<file path="config.mk">
export PLATFORM = sky130hd
export DESIGN_NAME = ttc_rate_ctrl
export DESIGN_NICKNAME = d
export VERILOG_FILES = /design/src/rtl/ttc_clk_pkg.sv /design/src/rtl/ttc_period_cnt.sv /design/src/rtl/ttc_rate_ctrl.sv
export SDC_FILE = /design/constraint.sdc
export NUM_CORES = 1
export LEC_CHECK = 0
export CAP_MARGIN = 10
export CORE_MARGIN = 4
export CORE_UTILIZATION = 45
export CTS_CLUSTER_DIAMETER = 40
export DETAILED_ROUTE_END_ITERATION = 6
export DONT_BUFFER_PORTS = 1
export MAX_ROUTING_LAYER = met4
export PLACE_DENSITY = 0.61
export SETUP_SLACK_MARGIN = 0.5
export SYNTH_ARGS = -nofsm -noshare
export SYNTH_HDL_FRONTEND = slang
export SYNTH_SLANG_ARGS = --single-unit
</file>
<file path="constraint.sdc">
create_clock -name clk -period 3.75 [get_ports clk]
set_input_delay 0.75 -clock clk [delete_from_list [all_inputs] [get_ports clk]]
set_output_delay 0.75 -clock clk [all_outputs]
set_load 0.01 [all_outputs]
</file>
<file path="src/rtl/ttc_clk_pkg.sv">
// Shared types and constants for the TTC clock-enable scheduler.
package ttc_clk_pkg;

   // Default width of the divisor and the period counter
   localparam int unsigned DEF_CNT_W = 16;

   // Smallest divisor that still yields a distinct tick and phase
   localparam int unsigned DIV_MIN = 2;

   // Scheduler states: STOP keeps counting until the period boundary
   typedef enum logic [1:0] {
      IDLE = 2'd0,
      RUN  = 2'd1,
      STOP = 2'd2
   } state_e;

endpackage

</file>
<file path="src/rtl/ttc_period_cnt.sv">
// Period counter with boundary detect and the active divisor register.
module ttc_period_cnt
   import ttc_clk_pkg::*;
#(
   parameter int unsigned CNT_W   = DEF_CNT_W,
   parameter int unsigned DEF_DIV = 16
) (
   input  logic             clk,
   input  logic             init,
   input  logic             en,
   input  logic             load,
   input  logic [CNT_W-1:0] load_div,
   output logic [CNT_W-1:0] cnt,
   output logic [CNT_W-1:0] cur_div,
   output logic             boundary_c
);

   // Last cycle of a period; never true while disabled
   assign boundary_c = en & (cnt == (cur_div - CNT_W'(1)));

   // Count 0..cur_div-1 while enabled, hold at 0 otherwise
   always_ff @(posedge clk or posedge init) begin
      if (init) begin
         cnt <= '0;
      end else if (!en || boundary_c) begin
         cnt <= '0;
      end else begin
         cnt <= cnt + CNT_W'(1);
      end
   end

   // Active divisor, replaced only when the controller says so
   always_ff @(posedge clk or posedge init) begin
      if (init) begin
         cur_div <= CNT_W'(DEF_DIV);
      end else if (load) begin
         cur_div <= load_div;
      end
   end

endmodule

</file>
<file path="src/rtl/ttc_rate_ctrl.sv">
// Programmable clock-enable scheduler: run/stop sequencing, config slot,
// and decode of tick/phase/half from the period counter.
module ttc_rate_ctrl
   import ttc_clk_pkg::*;
#(
   parameter int unsigned CNT_W   = DEF_CNT_W,
   parameter int unsigned DEF_DIV = 16
) (
   input  logic             clk,
   input  logic             init,
   input  logic             run_req,
   input  logic             cfg_valid,
   input  logic [CNT_W-1:0] cfg_div,
   output logic             cfg_ready,
   output logic             tick,
   output logic             phase,
   output logic             half,
   output logic             running,
   output logic             cfg_err,
   output logic [CNT_W-1:0] cur_div
);

   state_e           state_q;
   state_e           state_d;
   logic             pend_vld_q;
   logic             pend_vld_d;
   logic [CNT_W-1:0] pend_div_q;
   logic [CNT_W-1:0] pend_div_d;
   logic             err_q;
   logic             err_d;
   logic             half_q;
   logic             load_c;
   logic [CNT_W-1:0] load_div_c;
   logic             accept_c;
   logic             div_ok_c;
   logic             boundary_c;
   logic [CNT_W-1:0] cnt;

   ttc_period_cnt #(
      .CNT_W   (CNT_W),
      .DEF_DIV (DEF_DIV)
   ) u_period_cnt (
      .clk        (clk),
      .init       (init),
      .en         (running),
      .load       (load_c),
      .load_div   (load_div_c),
      .cnt        (cnt),
      .cur_div    (cur_div),
      .boundary_c (boundary_c)
   );

   // State, config slot and error pulse registers
   always_ff @(posedge clk or posedge init) begin
      if (init) begin
         state_q    <= IDLE;
         pend_vld_q <= 1'b0;
         pend_div_q <= '0;
         err_q      <= 1'b0;
      end else begin
         state_q    <= state_d;
         pend_vld_q <= pend_vld_d;
         pend_div_q <= pend_div_d;
         err_q      <= err_d;
      end
   end

   // Next state, divisor apply and config slot handling
   always_comb begin
      state_d    = state_q;
      pend_vld_d = pend_vld_q;
      pend_div_d = pend_div_q;
      err_d      = 1'b0;
      load_c     = 1'b0;
      load_div_c = pend_div_q;
      accept_c   = cfg_valid & ~pend_vld_q;
      div_ok_c   = (cfg_div >= CNT_W'(DIV_MIN));

      case (state_q)
         IDLE: begin
            if (run_req) state_d = RUN;
         end
         RUN: begin
            // A drop sampled on the last cycle still completes that period
            if (!run_req) state_d = boundary_c ? IDLE : STOP;
         end
         STOP: begin
            if (run_req)         state_d = RUN;
            else if (boundary_c) state_d = IDLE;
         end
         default: state_d = IDLE;
      endcase

      // Pending divisor takes effect when idle or at a period boundary
      if (pend_vld_q && ((state_q == IDLE) || boundary_c)) begin
         load_c     = 1'b1;
         load_div_c = pend_div_q;
         pend_vld_d = 1'b0;
      end

      // Slot is empty whenever accept_c is set, so no clash with the apply above
      if (accept_c) begin
         if (!div_ok_c) begin
            err_d = 1'b1;
         end else if (boundary_c) begin
            load_c     = 1'b1;
            load_div_c = cfg_div;
         end else begin
            pend_vld_d = 1'b1;
            pend_div_d = cfg_div;
         end
      end
   end

   // clk/2 toggle, forced low whenever the scheduler is idle
   always_ff @(posedge clk or posedge init) begin
      if (init) begin
         half_q <= 1'b0;
      end else if (state_d == IDLE) begin
         half_q <= 1'b0;
      end else begin
         half_q <= ~half_q;
      end
   end

   // Output decode from registered state only
   assign running   = (state_q != IDLE);
   assign cfg_ready = ~pend_vld_q;
   assign cfg_err   = err_q;
   assign half      = half_q;
   assign tick      = running & (cnt == '0);
   assign phase     = running & (cnt < (cur_div >> 1));

endmodule
</file>
==> results of run 1 <==
-- routing by layer --
metal  part of all wire (%)  GRT usage (%)  wire length [um]
met3                    6.7           4.73               549
met4                    1.0           4.81                85
met1                     45           27.2              3700
met2                     47           32.9              3860
met5                      0              -                 0
-- cell type report --
type                       count  area, um2
clock buffer                   7       86.3
fill                         664       3490
inverter                      24       92.6
timing repair buffer          12        101
clock inverter                 1       7.51
multi-input combinational    240       2020
tap                           99        124
sequential                    53       1330
-- critical path: stages (launching register included) --
cell	delay, ps
sky130_fd_sc_hd__dfrtp_2	510
sky130_fd_sc_hd__inv_4	100
sky130_fd_sc_hd__ha_4	190
sky130_fd_sc_hd__a21o_1	170
sky130_fd_sc_hd__a21o_1	140
sky130_fd_sc_hd__a21o_1	150
sky130_fd_sc_hd__a21o_1	150
sky130_fd_sc_hd__a21o_1	170
sky130_fd_sc_hd__a2111oi_4	330
sky130_fd_sc_hd__or3_4	190
-- power breakdown --
group | leakage, uW | switching [uW] | internal [uW] | total (uW)
clock | 0.0000445 | 200 | 151 | 351
combinational | 0.000894 | 573 | 456 | 1030
sequential | 0.000654 | 272 | 750 | 1020
total | 0.00159 | 1040 | 1360 | 2400
-- what timing repair did --
action	in CTS	in global routing
hold buffers	0	0
gates cloned	1	0
endpoints found under the setup margin	33	33
gates resized for setup	16	19
pin swaps	3	11
setup buffers	2	1
-- state kept, by name (all words and copies together), names as in the netlist --
name	count
half	1
cfg_err	1
pend_vld_q	1
state_q	2
u_period_cnt.cnt	16
u_period_cnt.cur_div	16
pend_div_q	16
-- logic make-up after synthesis --
| kind of cell | synth area share (%) |
|---|---|
| simple gates | 16.6 |
| fa+ha+maj | 6.36 |
| mux | 15.0 |
| xor+xnor | 9.16 |
| flops | 39.7 |
| compound gates | 8.94 |
| buf+inv | 4.34 |
-- cells in the final DEF (no fill, tap or decap), types with 4 or more instances in the layout --
cell                        n
sky130_fd_sc_hd__a21o_1     8
sky130_fd_sc_hd__a21oi_1    5
sky130_fd_sc_hd__and3_1     7
sky130_fd_sc_hd__buf_4      9
sky130_fd_sc_hd__clkbuf_8   6
sky130_fd_sc_hd__dfrtp_1   49
sky130_fd_sc_hd__ha_1      15
sky130_fd_sc_hd__inv_1     20
sky130_fd_sc_hd__mux2_1    14
sky130_fd_sc_hd__mux2i_1   30
sky130_fd_sc_hd__nand2_1    9
sky130_fd_sc_hd__nand3_1   16
sky130_fd_sc_hd__nand4_1    4
sky130_fd_sc_hd__nor2_1    27
sky130_fd_sc_hd__nor3_1     9
sky130_fd_sc_hd__nor4_1     8
sky130_fd_sc_hd__o21ai_0    4
sky130_fd_sc_hd__xnor2_1   19
sky130_fd_sc_hd__xor2_1    16
-- per-stage QoR --
step	utilization [%]	cell area [um2]	setup slack [ps]	cells	power, uW
after global placement	48.0	3480	281	424	1900
after CTS	50.4	3660	513	435	2330
final	51.9	3760	579	436	2400
after global routing	51.9	3760	441	436	2610
after floorplan	-	3350	530	327	1650
after detailed placement	48.0	3480	186	424	1930
-- worst min path at each step --
stage                         startpoint                   end  slack (ps)  depth (start not counted)
global placement    pend_vld_q$_DFF_PP0_     cfg_err$_DFF_PP0_         460                          1
floorplan           pend_vld_q$_DFF_PP0_     cfg_err$_DFF_PP0_         430                          1
CTS                 pend_vld_q$_DFF_PP0_     cfg_err$_DFF_PP0_         490                          1
detailed placement  pend_vld_q$_DFF_PP0_     cfg_err$_DFF_PP0_         460                          1
global route                     run_req  state_q[1]$_DFF_PP0_         510                          1
finish              pend_vld_q$_DFF_PP0_     cfg_err$_DFF_PP0_         490                          1
==> impl_metrics.csv, run 1 <==
group,metric,value,unit
timing,maxSlewViolCount,0,
logic_synthesis,yosys.cell_types.count,52,
logic_synthesis,synth.net_count,364,
power_and_ir_drop,powerDensity,639,nW/um2
critical_path,timing.setup.critical_path_class,"flop to primary output",
detailed_routing,routed_wire_length_per_instance,18.8,um
detailed_routing,wirelength,8.19,mm
critical_path,crit-reg2reg-capture,"u_period_cnt.cur_div[3]$_DFFE_PP0P_",
timing,achievable-frequency,315,MHz
detailed_routing,via_count_of_the_routed_design,2477,
critical_path,worst_setup_start_kind,"flop",
critical_path,cp.required,3000,ps
logic_synthesis,primary_ff_master_synth,"sky130_fd_sc_hd__dfrtp_1",
timing,max-slew-margin-rel,30.4,%
timing,grt_setup_unrepaired,"true",
hold_path,hp-class,"flop to flop",
detailed_routing,drt.antenna.violating_nets,0,
detailed_routing,drt_pre_antenna_iters,4,
clock_network,tritoncts_clock_tree,"yes",
detailed_routing,route.detailed.drc,0,
logic_synthesis,dominant_cell_by_count_in_the_synthesized_netlist,"sky130_fd_sc_hd__dfrtp_1",
clock_network,clkTransAtPathRegs,100,ps
logic_synthesis,synth_sequential_area_ratio,39.7,%
placement,hpwl,5.95,mm
clock_network,clk_latency,310,ps
timing,timing.final.crit_share,84.6,%
logic_synthesis,area_fraction_of_the_dominant_cell_type_after_synthesis,38.9,%
global_route,grt_first_pass_wirelength,13.9,mm
run_status,outcome,"completed",
logic_synthesis,synth-async-reset-ratio,100,%
critical_path,regToRegStartpoint,"u_period_cnt.cur_div[5]$_DFFE_PP0P_",
critical_path,data_arrival_at_the_endpoint_of_the_critical_path,2420,ps
finish,drive_gt1_share,15.7,%
logic_synthesis,synth_enable_flop_cells,0,
flow_run,maxCapViolations,0,
global_route,grt_max_degree,50,
clock_network,number_of_buffers_inserted_during_clock_tree_synthesis,5,
clock_network,cts-root-buf,"sky130_fd_sc_hd__clkbuf_8",
timing,final_setup_violation_count,0,
placement,buffer_ports.inserted,0,
detailed_routing,initialDrtViolationCount,150,
clock_network,clock_tree.buffer_depth,2,
logic_synthesis,postSynthCellCount,327,
finish,area.growth.synth_to_final,12.4,%
logic_synthesis,post_synth.cell_area_avg,10.2,um2
timing,clock_skew,11.4,ps
clock_network,h-tree-depth,2,
logic_synthesis,yosys.area.top_type,"sky130_fd_sc_hd__dfrtp_1",
floorplan,die_width,94.2,um
floorplan,num_rows,31,
global_route,grtUsageTotal,20.8,%
timing,finalHoldWorstSlack,487,ps
global_route,overflow,0,
floorplan,die_area,8880,um2
finish,antennaDiodeCount,0,
critical_path,timing.critical_path.to,"phase",
critical_path,timing.reg2reg.worst_path_depth,8,
floorplan,core,7250,um2
power_and_ir_drop,irDropWorstVdd,0.000332,V
global_route,grt_antenna_before_repair,0,
global_route,first_global_vias,2586,
placement,place.gp.congestion,0.898,
timing,final-hold-violation-count,0,
critical_path,setup.worst_path.end_class,"primary output",
logic_synthesis,yosys_warns,0,
timing,worst_slew_pin_slew,1040,ps
logic_synthesis,post_synthesis_sequential_element_count,53,
logic_synthesis,synthTopCellsByArea,"sky130_fd_sc_hd__dfrtp_1 (39%), sky130_fd_sc_hd__mux2i_1 (9.6%), sky130_fd_sc_hd__ha_1 (6.4%)",
critical_path,timing.reg2reg.setup_slack,640,ps
floorplan,floorplan.initialDensity,46.1,%
floorplan,io_pins,42,
critical_path,startpoint,"u_period_cnt.cur_div[2]$_DFFE_PP0P_",
floorplan,die_y,94.2,um
detailed_routing,vias_per_cell,5.68,
clock_network,cts_num_sinks,53,
timing,final_critical_path_required_period,3170,ps
logic_synthesis,synth_top_cells_by_count,"sky130_fd_sc_hd__dfrtp_1 (52), sky130_fd_sc_hd__mux2i_1 (32), sky130_fd_sc_hd__nor2_1 (28)",
logic_synthesis,post_synth_instance_area,3350,um2
power_and_ir_drop,static-leakage-power,0.00159,uW
timing,final.setup.tns,0,ps
critical_path,critPathMaxFanout,8,
finish,layout.nets,373,
No activity file was read; power rests on OpenSTA's default activity.
==> run 2, diff against run 1 <==
==> constraint.sdc (replaced) <==
create_clock -name clk -period 3.2 [get_ports clk]
set_input_delay 0.64 -clock clk [delete_from_list [all_inputs] [get_ports clk]]
set_output_delay 0.64 -clock clk [all_outputs]
set_load 0.01 [all_outputs]
==> run 2 against run 1 <==
Effect of this change: global-route usage rose by 0.34 points; die area unchanged; wire length grew 11%; clock-buffer cell count fell by 1; via count grew 7.0%; first-iteration DRC count down 29%; hold slack got worse by 110 ps; critical path depth increased by 1; register-to-register slack lost 450 ps; clock power rose by 17%; cell area up 15%; largest cell class unchanged.
==> impl_metrics.csv, run 2 (synthesis gave the netlist of run 1 again) <==
group,metric,value,unit
power_and_ir_drop,p_int,1890,uW
detailed_routing,wirelength,9.07,mm
critical_path,critPathMaxFanout,3,
floorplan,num_rows,31,
power_and_ir_drop,totalPowerFinal,3290,uW
critical_path,timing.setup.critical_path_class,"flop to primary output",
detailed_routing,route.detailed.drc,0,
detailed_routing,via_count_of_the_routed_design,2650,
timing,grt_setup_unrepaired,"true",
clock_network,cts-root-buf,"sky130_fd_sc_hd__clkbuf_8",
finish,area.growth.synth_to_final,29.0,%
clock_network,clock_tree.buffer_depth,2,
placement,hpwl,6.12,mm
finish,final_cells,464,
detailed_routing,routed_wire_length_per_instance,19.6,um
critical_path,timing.reg2reg.setup_slack,190,ps
timing,final-hold-violation-count,0,
timing,final_critical_path_required_period,3120,ps
critical_path,cp.required,2560,ps
power_and_ir_drop,comb_power_share,53.0,%
finish,most-common-layout-cells,"sky130_fd_sc_hd__dfrtp_1 (49), sky130_fd_sc_hd__nor2_1 (27), sky130_fd_sc_hd__mux2i_1 (26)",
detailed_routing,initialDrtViolationCount,107,
timing,achievable-frequency,321,MHz
global_route,grt_antenna_before_repair,0,
floorplan,io_pins,42,
power_and_ir_drop,p_switching,1400,uW
clock_network,number_of_buffers_inserted_during_clock_tree_synthesis,5,
timing,clock_skew,16.7,ps
critical_path,critical_path.most_common_cell,"sky130_fd_sc_hd__a21o_1",
clock_network,clk_latency,320,ps
detailed_routing,vias_per_cell,5.71,
global_route,overflow,0,
power_and_ir_drop,power_frac_seq,34.5,%
critical_path,data_arrival_at_the_endpoint_of_the_critical_path,2480,ps
placement,buffer_ports.inserted,0,
finish,drive_gt1_share,31.8,%
hold_path,hp-class,"primary input to async pin",
floorplan,die_area,8880,um2
run_status,outcome,"completed",
flow_run,maxCapViolations,0,
critical_path,regToRegStartpoint,"u_period_cnt.cur_div[0]$_DFFE_PP0P_",
clock_network,tritoncts_clock_tree,"yes",
clock_network,clkTransAtPathRegs,110,ps
critical_path,timing.critical_path.cells,"buf_6, inv_6, ha_4, a21o_1, a21o_1, a21o_1, a21o_1, a21o_1, a2111oi_4, or3_4",
critical_path,setup.worst_path.end_class,"primary output",
clock_network,h-tree-depth,2,
detailed_routing,drt.antenna.violating_nets,0,
power_and_ir_drop,power.switching_fraction,42.6,%
finish,layout.nets,401,
critical_path,cp_slowest_cell,"sky130_fd_sc_hd__dfrtp_2",
clock_network,cts_num_sinks,53,
timing,max-slew-margin-rel,54.2,%
finish,final_common_cell,"sky130_fd_sc_hd__dfrtp_1",
placement,place_area,3630,um2
placement,place.gp.congestion,0.947,
finish,layout_top_registers,"pend_div_q (16), u_period_cnt.cnt (16), u_period_cnt.cur_div (16)",
finish,final_core_utilization,59.5,%
placement,placed_cells,437,
finish,fin_area,4320,um2
power_and_ir_drop,static-leakage-power,0.00186,uW
floorplan,core,7250,um2
global_route,grtUsageTotal,21.1,%
timing,timing.final.crit_share,97.4,%
global_route,grt_first_pass_wirelength,14.1,mm
timing,worst_slew_pin_slew,678,ps
critical_path,timing.critical_path.slowest_cell_delay,460,ps
power_and_ir_drop,clock_power_share,12.5,%
global_route,grt_max_degree,54,
detailed_routing,drt_pre_antenna_iters,4,
critical_path,timing.reg2reg.worst_path_depth,13,
timing,maxSlewViolCount,0,
floorplan,die_y,94.2,um
critical_path,crit-reg2reg-capture,"pend_div_q[15]$_DFFE_PP0P_",
finish,antennaDiodeCount,0,
global_route,first_global_vias,2742,
power_and_ir_drop,powerDensity,761,nW/um2
floorplan,floorplan.initialDensity,46.1,%
power_and_ir_drop,irDropWorstVdd,0.000363,V
timing,final_setup_violation_count,0,
critical_path,worst_setup_start_kind,"flop",
floorplan,die_width,94.2,um
[run 2: changes by cell type in the layout (fill, tap and decap cells not counted), sizes merged]
cell    change
buf        +25
a21oi       +1
clkbuf      +1
inv         +1
[run 2: how the worst max path moves through the flow]
stage                                             start                             endpoint  slack (ps)  cells past startpoint
floorplan           u_period_cnt.cur_div[1]$_DFFE_PP0P_  u_period_cnt.cur_div[0]$_DFFE_PP0P_         160                     12
global route        u_period_cnt.cur_div[2]$_DFFE_PP0P_                                phase          -2                     10
detailed placement  u_period_cnt.cur_div[1]$_DFFE_PP0P_           pend_div_q[13]$_DFFE_PP0P_         -10                     10
CTS                 u_period_cnt.cur_div[2]$_DFFE_PP0P_                                phase          60                     10
global placement    u_period_cnt.cur_div[1]$_DFFE_PP0P_           pend_div_q[13]$_DFFE_PP0P_          80                     10
finish              u_period_cnt.cur_div[2]$_DFFE_PP0P_                                phase          80                     10
[run 2: power by group through the flow]
| stage | Clock [uW] | Combinational, uW | Sequential, uW |
|---|---|---|---|
| after global routing | 455 | 1910 | 1160 |
| after global placement | 0 | 1260 | 1110 |
| after detailed placement | 0 | 1280 | 1120 |
| after floorplan | 0 | 854 | 1130 |
| after CTS | 424 | 1480 | 1120 |
| final | 412 | 1740 | 1130 |
[run 2: repair_timing]
item                                    in CTS  in global routing
pin swaps                                   22                 11
buffers inserted                             9                  7
resized for setup                           35                 46
endpoints found under the setup margin      50                 52
hold buffers                                 0                  0
cloned                                       1                  2
[run 2: metrics by stage]
stage	TNS, ps	hold slack, ps	worst slack (ps)
floorplan	0	430	157
global placement	0	448	76.6
detailed placement	-16.6	466	-12.2
CTS	0	379	59.0
global route	-2.00	369	-2.00
finish	0	374	83.1
[run 2: final cells by class]
type                            count  area, um2
Clock buffer                        6       82.6
Timing Repair Buffer               39        415
Sequential cell                    53       1330
Multi-Input combinational cell    241       2250
Clock inverter                      2       16.3
Fill cell                         605       2940
Tap cell                           99        124
Inverter                           24       95.1
[run 2: critical path: cells and delay by family, from the launching register on]
kind | cells | cell delay (ps)
simple gates | 1 | 210
compound gates | 6 | 1130
flops | 1 | 460
buf+inv | 2 | 190
fa+ha+maj | 1 | 180
[run 2: routing by layer]
metal	up-vias	wire, um	global-route usage (%)
met3	18	590	5.77
met4	0	198	7.70
met2	69	4230	33.2
met1	1319	4050	26.1
met5	-	0	-
li1	1244	-	-
==> run 3, diff against run 2 <==
--- a/config.mk
+++ b/config.mk
@@ -13,7 +13,9 @@
 export DONT_BUFFER_PORTS = 1
 export MAX_ROUTING_LAYER = met4
 export PLACE_DENSITY = 0.61
+export REMOVE_ABC_BUFFERS = 1
 export SETUP_SLACK_MARGIN = 0.5
+export SLEW_MARGIN = 25
 export SYNTH_ARGS = -nofsm -noshare
 export SYNTH_HDL_FRONTEND = slang
 export SYNTH_SLANG_ARGS = --single-unit
==> run 3 against run 2 <==
Effect of this change: first-iteration DRC count is 42% higher; clock skew decreased by 12 ps; cell area about the same; critical path depth grew 2; largest power group unchanged; sequential power is essentially flat; largest cell class unchanged; hold slack worse by 120 ps; core utilization about the same; power is 1.2% higher.
==> impl_metrics.csv, run 3 (synthesis gave the netlist of run 1 again) <==
group,metric,value,unit
run_status,outcome,"completed",
finish,final_common_cell,"sky130_fd_sc_hd__dfrtp_1",
timing,worst_slew_pin_slew,652,ps
timing,finalHoldWorstSlack,250,ps
floorplan,num_rows,31,
finish,most-common-layout-cells,"sky130_fd_sc_hd__dfrtp_1 (51), sky130_fd_sc_hd__mux2i_1 (30), sky130_fd_sc_hd__buf_4 (30)",
detailed_routing,routed_wire_length_per_instance,19.5,um
floorplan,die_width,94.2,um
global_route,grt_max_degree,30,
clock_network,clock_tree.buffer_depth,2,
timing,clock_skew,4.72,ps
detailed_routing,route.detailed.drc,0,
hold_path,hp-class,"primary input to async pin",
placement,placed_cells,436,
placement,hpwl,6.02,mm
clock_network,cts_num_sinks,53,
clock_network,cts-root-buf,"sky130_fd_sc_hd__clkbuf_8",
critical_path,regToRegStartpoint,"u_period_cnt.cur_div[2]$_DFFE_PP0P_",
critical_path,setup.worst_path.end_class,"flop",
floorplan,die_y,94.2,um
power_and_ir_drop,irDropWorstVdd,0.000346,V
finish,antennaDiodeCount,0,
detailed_routing,drt.antenna.violating_nets,0,
finish,fillCellCount,607,
detailed_routing,drt_pre_antenna_iters,6,
detailed_routing,wirelength,9.15,mm
timing,final_critical_path_required_period,3050,ps
timing,final_setup_violation_count,0,
critical_path,critPathMaxFanout,16,
detailed_routing,via_count_of_the_routed_design,2720,
critical_path,data_arrival_at_the_endpoint_of_the_critical_path,3280,ps
timing,achievable-frequency,328,MHz
timing,final.setup.tns,0,ps
global_route,first_global_vias,2691,
placement,place_area,3590,um2
detailed_routing,vias_per_cell,5.80,
finish,layout.nets,406,
clock_network,tritoncts_clock_tree,"yes",
power_and_ir_drop,static-leakage-power,0.00186,uW
finish,drive_gt1_share,33.0,%
clock_network,clkTransAtPathRegs,100,ps
detailed_routing,initialDrtViolationCount,152,
finish,final_cells,469,
floorplan,io_pins,42,
timing,maxSlewViolCount,0,
critical_path,cp.required,3430,ps
placement,place.gp.congestion,0.917,
clock_network,ctsHoldBuffers,0,
critical_path,timing.setup.critical_path_class,"flop to flop",
global_route,grt_antenna_before_repair,0,
timing,max-slew-margin-rel,56.0,%
timing,grt_setup_unrepaired,"true",
floorplan,floorplan.initialDensity,46.1,%
global_route,grt_first_pass_wirelength,14.0,mm
power_and_ir_drop,powerDensity,771,nW/um2
floorplan,core,7250,um2
floorplan,die_area,8880,um2
global_route,overflow,0,
finish,fin_area,4310,um2
clock_network,clk_latency,310,ps
global_route,grtUsageTotal,21.0,%
critical_path,startpoint,"u_period_cnt.cur_div[2]$_DFFE_PP0P_",
timing,final-hold-violation-count,0,
flow_run,maxCapViolations,0,
clock_network,h-tree-depth,2,
critical_path,worst_setup_start_kind,"flop",
finish,area.growth.synth_to_final,28.9,%
finish,layout_top_registers,"pend_div_q (16), u_period_cnt.cnt (16), u_period_cnt.cur_div (16)",
placement,buffer_ports.inserted,0,
timing,timing.final.crit_share,95.3,%
clock_network,number_of_buffers_inserted_during_clock_tree_synthesis,5,
[run 3: cell types whose count changed in the layout (fill, tap and decap cells not counted), moves of 3 or more]
cell / delta
sky130_fd_sc_hd__buf_4: +7
sky130_fd_sc_hd__mux2i_1: +4
sky130_fd_sc_hd__inv_2: +3
sky130_fd_sc_hd__nor2_2: +8
sky130_fd_sc_hd__mux2i_2: -3
sky130_fd_sc_hd__nor2_1: -10
[run 3: metrics by stage]
| stage | power [uW] | worst slack (ps) | utilization (%) |
|---|---|---|---|
| 6_report | 3330 | 152 | 59.5 |
| 5_1_grt | 3530 | 57.6 | 59.5 |
| 4_1_cts | 3100 | 215 | 55.7 |
| 3_5_place_dp | 2340 | 4.23 | 49.5 |
| 3_3_place_gp | 2310 | 72.1 | 49.5 |
| 2_1_floorplan | 1920 | -941 | - |
[run 3: layer usage]
metal,track usage (%),up-vias,part of all wire [%],wire length [um]
met5,-,-,0,0
met4,8.66,0,3.3,303
met3,3.04,22,4.5,415
met2,33.6,79,50,4600
met1,26.6,1360,42,3820
li1,-,1259,-,-
[run 3: worst max-delay path, stage by stage, from the launching register on]
cell and delay, ps:
sky130_fd_sc_hd__dfrtp_1 440, sky130_fd_sc_hd__buf_6 140, sky130_fd_sc_hd__or4b_4 560, sky130_fd_sc_hd__buf_6 160
sky130_fd_sc_hd__a2111oi_4 190, sky130_fd_sc_hd__o21bai_4 190, sky130_fd_sc_hd__a21oi_2 80, sky130_fd_sc_hd__a21o_1 220
sky130_fd_sc_hd__buf_6 140, sky130_fd_sc_hd__o21ai_4 180, sky130_fd_sc_hd__a21boi_4 230, sky130_fd_sc_hd__buf_12 180
sky130_fd_sc_hd__mux2i_2 240
[run 3: worst paths after layout]
path                                                        endpoint  slack [ps]  cells past startpoint
max in group asynchronous       u_period_cnt.cur_div[14]$_DFFE_PP0P_        2170                      2
min in group clk                                state_q[1]$_DFF_PP0_         390                      1
worst max register to register   u_period_cnt.cur_div[0]$_DFFE_PP0P_         150                     12
worst min register to register                     cfg_err$_DFF_PP0_         490                      1
worst min-delay path                       pend_div_q[3]$_DFFE_PP0P_         250                      1
worst max-delay path             u_period_cnt.cur_div[0]$_DFFE_PP0P_         150                     12
[run 3: final cells by class]
cell class | instances | area, um2 | share of cell area (%)
Timing Repair Buffer | 44 | 440 | 10.2
Clock inverter | 1 | 30.0 | 0.696
Sequential cell | 53 | 1330 | 30.8
Inverter | 24 | 90.1 | 2.09
Tap cell | 99 | 124 | 2.87
Clock buffer | 7 | 86.3 | 2.00
Multi-Input combinational cell | 241 | 2210 | 51.3
[run 3: where the power goes]
group / leakage, uW / internal [uW] / switching (uW)
clock: 0.0000585 / 256 / 230
sequential: 0.000655 / 878 / 236
combinational: 0.00114 / 818 / 909
total: 0.00186 / 1950 / 1370
[run 3: what timing repair did]
item,in CTS,in global routing
gates cloned,2,2
setup endpoints to repair,50,52
hold endpoints to repair,0,0
pin swaps,20,15
setup buffers,13,8
resized for setup,41,49
